**src/rtl/key_debounce_array.sv**
```systemverilog
// Multi-channel key conditioner: per channel a 2-flop synchroniser, a consecutive-sample
// debouncer and a press FSM that emits press/release/long/repeat one-cycle pulses.
module key_debounce_array #(
  parameter int CHANNELS        = 8,
  parameter int DEBOUNCE_CYCLES = 500000,
  parameter int CNT_WIDTH       = 20,
  parameter int LONG_CYCLES     = 50000000,
  parameter int REPEAT_CYCLES   = 10000000,
  parameter int HOLD_WIDTH      = 27,
  parameter bit ACTIVE_LOW      = 1'b0
) (
  input  logic                clk,
  input  logic                rst,
  input  logic [CHANNELS-1:0] key_in,
  output logic [CHANNELS-1:0] key_level,
  output logic [CHANNELS-1:0] press_pulse,
  output logic [CHANNELS-1:0] release_pulse,
  output logic [CHANNELS-1:0] long_pulse,
  output logic [CHANNELS-1:0] repeat_pulse,
  output logic                any_pressed
);

  typedef enum logic [1:0] {IDLE, PRESSED, LONG} state_t;

  localparam logic [CNT_WIDTH-1:0]  DB_LAST   = CNT_WIDTH'(DEBOUNCE_CYCLES - 1);
  localparam logic [HOLD_WIDTH-1:0] LONG_LAST = HOLD_WIDTH'(LONG_CYCLES - 1);
  localparam logic [HOLD_WIDTH-1:0] REP_LAST  =
    HOLD_WIDTH'((REPEAT_CYCLES > 0) ? REPEAT_CYCLES - 1 : 0);
  localparam bit REPEAT_EN = (REPEAT_CYCLES > 0);

  logic [CHANNELS-1:0] pin_log;
  assign pin_log = key_in ^ {CHANNELS{ACTIVE_LOW}};

  for (genvar g = 0; g < CHANNELS; g++) begin : g_ch
    logic                  sync1_q, sync2_q;
    logic                  level_q, level_d;
    logic [CNT_WIDTH-1:0]  cnt_q, cnt_d;
    logic                  rise, fall;
    state_t                state_q, state_d;
    logic [HOLD_WIDTH-1:0] hold_q, hold_d;
    logic [HOLD_WIDTH-1:0] rep_q, rep_d;
    logic                  press_q, release_q;
    logic                  long_q, long_d;
    logic                  repeat_q, repeat_d;

    always_comb begin
      level_d = level_q;
      cnt_d   = '0;
      if (sync2_q != level_q) begin
        if (cnt_q == DB_LAST) begin
          level_d = ~level_q;
        end else begin
          cnt_d = cnt_q + 1'b1;
        end
      end
      rise = level_d & ~level_q;
      fall = ~level_d & level_q;
    end

    // A debounced fall pre-empts any long/repeat event due on the same edge.
    always_comb begin
      state_d  = state_q;
      hold_d   = hold_q;
      rep_d    = rep_q;
      long_d   = 1'b0;
      repeat_d = 1'b0;
      unique case (state_q)
        IDLE: begin
          if (rise) begin
            state_d = PRESSED;
            hold_d  = '0;
            rep_d   = '0;
          end
        end
        PRESSED: begin
          if (fall) begin
            state_d = IDLE;
            hold_d  = '0;
            rep_d   = '0;
          end else if (hold_q == LONG_LAST) begin
            state_d = LONG;
            long_d  = 1'b1;
            hold_d  = '0;
            rep_d   = '0;
          end else begin
            hold_d = hold_q + 1'b1;
          end
        end
        LONG: begin
          if (fall) begin
            state_d = IDLE;
            hold_d  = '0;
            rep_d   = '0;
          end else if (REPEAT_EN) begin
            if (rep_q == REP_LAST) begin
              repeat_d = 1'b1;
              rep_d    = '0;
            end else begin
              rep_d = rep_q + 1'b1;
            end
          end
        end
        default: begin
          state_d = IDLE;
          hold_d  = '0;
          rep_d   = '0;
        end
      endcase
    end

    always_ff @(posedge clk) begin
      if (rst) begin
        sync1_q   <= 1'b0;
        sync2_q   <= 1'b0;
        level_q   <= 1'b0;
        cnt_q     <= '0;
        state_q   <= IDLE;
        hold_q    <= '0;
        rep_q     <= '0;
        press_q   <= 1'b0;
        release_q <= 1'b0;
        long_q    <= 1'b0;
        repeat_q  <= 1'b0;
      end else begin
        sync1_q   <= pin_log[g];
        sync2_q   <= sync1_q;
        level_q   <= level_d;
        cnt_q     <= cnt_d;
        state_q   <= state_d;
        hold_q    <= hold_d;
        rep_q     <= rep_d;
        press_q   <= rise;
        release_q <= fall;
        long_q    <= long_d;
        repeat_q  <= repeat_d;
      end
    end

    assign key_level[g]     = level_q;
    assign press_pulse[g]   = press_q;
    assign release_pulse[g] = release_q;
    assign long_pulse[g]    = long_q;
    assign repeat_pulse[g]  = repeat_q;
  end

  assign any_pressed = |key_level;

endmodule

```
**config.mk**
```make
export PLATFORM = sky130hd
export DESIGN_NAME = key_debounce_array
export DESIGN_NICKNAME = d
export VERILOG_FILES = /design/src/rtl/key_debounce_array.sv
export SDC_FILE = /design/constraint.sdc
export NUM_CORES = 2
export LEC_CHECK = 0
export CAP_MARGIN = 20
export CORE_UTILIZATION = 45
export CTS_CLUSTER_SIZE = 8
export DETAILED_ROUTE_END_ITERATION = 12
export SLEW_MARGIN = 15
export SYNTH_ARGS = -nofsm -noshare
export SYNTH_HDL_FRONTEND = slang
export SYNTH_SLANG_ARGS = --single-unit
```
**constraint.sdc**
```tcl
create_clock -name clk -period 3.1 [get_ports clk]
set_clock_uncertainty 0.1 [all_clocks]
set_input_delay 0.62 -clock clk [delete_from_list [all_inputs] [get_ports clk]]
set_output_delay 0.62 -clock clk [all_outputs]
set_load 0.02 [all_outputs]
```
==> summary.txt <==
Place
  • DPL Wire Length: 47900 um
  • Placed cell area: 33800 sq um
  • RD Place Congestion: 0.803
  • IO Port Bufs: 50

Clocking
  • PostCTS Resize Cnt: 0
  • Clk_lat worst skew: 630 ps
  • Clock root buffer: clkbuf_16
  • Clk sink count: 664
  • Clk slew on worst S/H paths: 60 ps
  • CTS Buf Count: 93
  • CTS tree: built
  • Post-CTS setup buffer count: 0
  • H-tree depth: 3
  • Cts hold-fix bufs: 0
  • Clock buffer depth: 3

Worst setup path
  • CP Class: flip-flop to primary output
  • WP buf/inv: 1
  • Worst reg2reg setup slack: 260 ps
  • Worst r2r dst: g_ch[6].rep_q[9]
  • Crit-path max FO: 5
  • Worst endpoint data arrival time: 2160 ps
  • Cell family with most CP delay: buffers and inverters
  • Worst setup EP type: primary output
  • Critical Path Source Type: flip-flop
  • R2R Path Start: g_ch[6].cnt_q[6]
  • Worst path slowest cell: clkdlybuf4s50_1
  • Req. time, crit path: 2380 ps
  • Cells along the critical path: nor4_1 -> nand2_1 -> clkdlybuf4s50_1
  • R2R cell count: 7
  • Slowest stage delay, CP: 640 ps

Synthesis
  • Number of synthesized flops with an enable pin: 0
  • Syn Inst Count: 3917
  • Mapped Avg Cell Area: 8.26 sq um
  • Main synth FF type: dfxtp_1
  • Cell type with the largest total area after synthesis: dfxtp_1
  • Post-synth top area share: 41.1%
  • Most numerous cell in the Yosys netlist: dfxtp_1
  • Ys async rst share: 0%
  • Largest cells by area after synthesis: dfxtp_1, nor2_1, xor2_1, xnor2_1, nand3_1
  • Cell variety after synth: 83
  • Yosys warns: 0
  • Seq/Total Area, Yosys: 41.1%
  • Synth top cells by count: dfxtp_1, nor2_1, nand2_1
  • Cell area after synthesis: 32300 sq um
  • Post-synthesis net count: 3951
  • Yosys reg bits: 664

Floorplanning
  • Core area: 70500 sq um
  • Die ar.: 72900 sq um
  • Starting Density: 45.9%
  • Die W: 270 um
  • # IOs: 51
  • Die height: 270 um
  • Rows: 97

Finish
  • Share of layout cells above drive strength 1: 6.25%
  • Area Overhead vs Synth: 12.2%
  • # nets final: 3979
  • Util after Layout: 51.5%
  • Fin area: 36300 sq um

Hold path
  • Min-Delay Path Class: primary input to flip-flop
  • Hold Path Cell Cnt: 2
  • Worst min-delay path endpoint: g_ch[3].hold_q[0]
  • Worst hold start: rst

Route
  • DR iter-0 viols: 1549
  • Post-route ant nets: 0
  • Vias per inst: 5.58
  • Via count: 27300
  • DR DRC count: 0
  • Avg WL per Cell: 14.8 um
  • DR pass1 iterations: 5
  • Drt total wl: 72300 um

Status
  • Status: complete, no violations

Global route
  • Largest net degree at the start of global routing: 54
  • Total GRT Usage: 19.7%
  • Vias in the first global route: 25400
  • Total gr overflow: 0
  • Initial antenna violation count: 0
  • First-pass GRT wire length: 125000 um

Timing
  • Slew margin rel.: 39.5%
  • Final setup viols: 0
  • Max-slew violation count: 0
  • Setup total negative slack: 0 ps
  • RSZ-0062 raised after global routing: no
  • Final period util: 93.0%
  • Final Hold Fails: 0
  • Hold Slack: 270 ps
  • Final min period: 2880 ps
  • Fmax: 0.347 GHz
  • Slew of the pin with the lowest slew margin: 904 ps

Flow run
  • Maxcap violations: 0

Power
  • PwrDens: 488 nW/um^2
  • Max VDD drop: 0.000441 V
  • LEAKAGE: 0.0120 uW
## flip-flops by register name (all words and copies together) (netlist names)
signal,flops
g_ch.sync1_q,8
g_ch.press_q,8
g_ch.rep_q,216
g_ch.long_q,8
g_ch.release_q,8
g_ch.repeat_q,8
g_ch.cnt_q,160
g_ch.level_q,8
g_ch.sync2_q,8
g_ch.state_q,16
g_ch.hold_q,216
## layout by cell type, fill, tap and decap left out, types with 16 or more instances in the layout
master,synthesis,layout
or4_1,27,27
nor3_1,158,155
nand4_1,153,153
dfxtp_1,664,664
buf_4,40,83
mux2i_1,26,26
and4_1,56,56
and3_1,119,119
xnor2_1,174,174
clkbuf_16,0,94
or3_1,81,81
a22o_1,38,38
nand2_1,287,287
inv_1,64,63
a211o_1,17,17
ha_1,24,24
nor2b_1,36,36
nand2b_1,35,35
a21oi_1,125,125
nor4b_1,40,40
a21o_1,29,29
o21ai_0,129,129
xor2_1,176,176
nor4_1,115,114
a31oi_1,53,50
and2_1,42,42
or2_2,16,16
nor2_1,541,541
nor3b_1,22,22
nand3_1,255,255
clkdlybuf4s50_1,0,49
## report_power, final
part           internal [uW]  switching, uW  total [uW]
combinational           76.9            170         247
sequential              8570           12.0        8580
clock                   5300           3570        8880
## worst max-delay path by stage
| stage | startpoint | endpoint | slack, ps | cells after the start |
|---|---|---|---|---|
| floorplan | g_ch[4].cnt_q[0] | g_ch[4].hold_q[10] | 420 | 10 |
| global placement | g_ch[6].cnt_q[6] | g_ch[6].rep_q[2] | 350 | 7 |
| detailed placement | g_ch[6].cnt_q[6] | g_ch[6].rep_q[9] | 300 | 7 |
| CTS | g_ch[4].level_q | any_pressed | 170 | 3 |
| global route | g_ch[4].cnt_q[9] | g_ch[4].hold_q[17] | 10 | 6 |
| finish | g_ch[6].level_q | any_pressed | 220 | 3 |
## layout make-up
type / count / area, sq um
fill: 6692 / 34200
sequential: 664 / 13300
clock inverter: 6 / 60.1
inverter: 65 / 244
clock buffer: 96 / 2360
multi-input combinational: 2983 / 17900
antenna: 1 / 2.50
tap: 940 / 1180
timing repair buffer: 138 / 1220
## cells by family (layout without fill, tap and decap cells)
family                     count (synthesis)  count (layout)  share of synthesized area [%]
buffers and inverters                    270             305                           3.63
AOI/OAI and AO/OA                        547             547                           11.1
muxes                                     28              28                          0.874
and+or+nand+nor                         2034            2034                           32.8
DFF                                      664             664                           41.1
adders and majority gates                 24              24                          0.929
other                                      0               1                              0
xor gates and xnor gates                 350             350                           9.48
## routing by layer
layer	vias to the layer above	track usage, %	wire [um]
li1	14100	-	-
met1	12700	27.8	36800
met2	341	30.9	31500
met3	111	2.93	2320
met4	0	5.98	1560
met5	-	0	0
## metrics by stage
step | power (uW) | instances | setup slack [ps]
2_1_floorplan | 8900 | 3917 | 423
3_3_place_gp | 9000 | 4789 | 350
3_5_place_dp | 9000 | 4789 | 298
4_1_cts | 18000 | 4891 | 168
5_1_grt | 18400 | 4892 | 11.0
6_report | 17700 | 4893 | 216
Note: power is estimated with default switching activity, not from simulation.
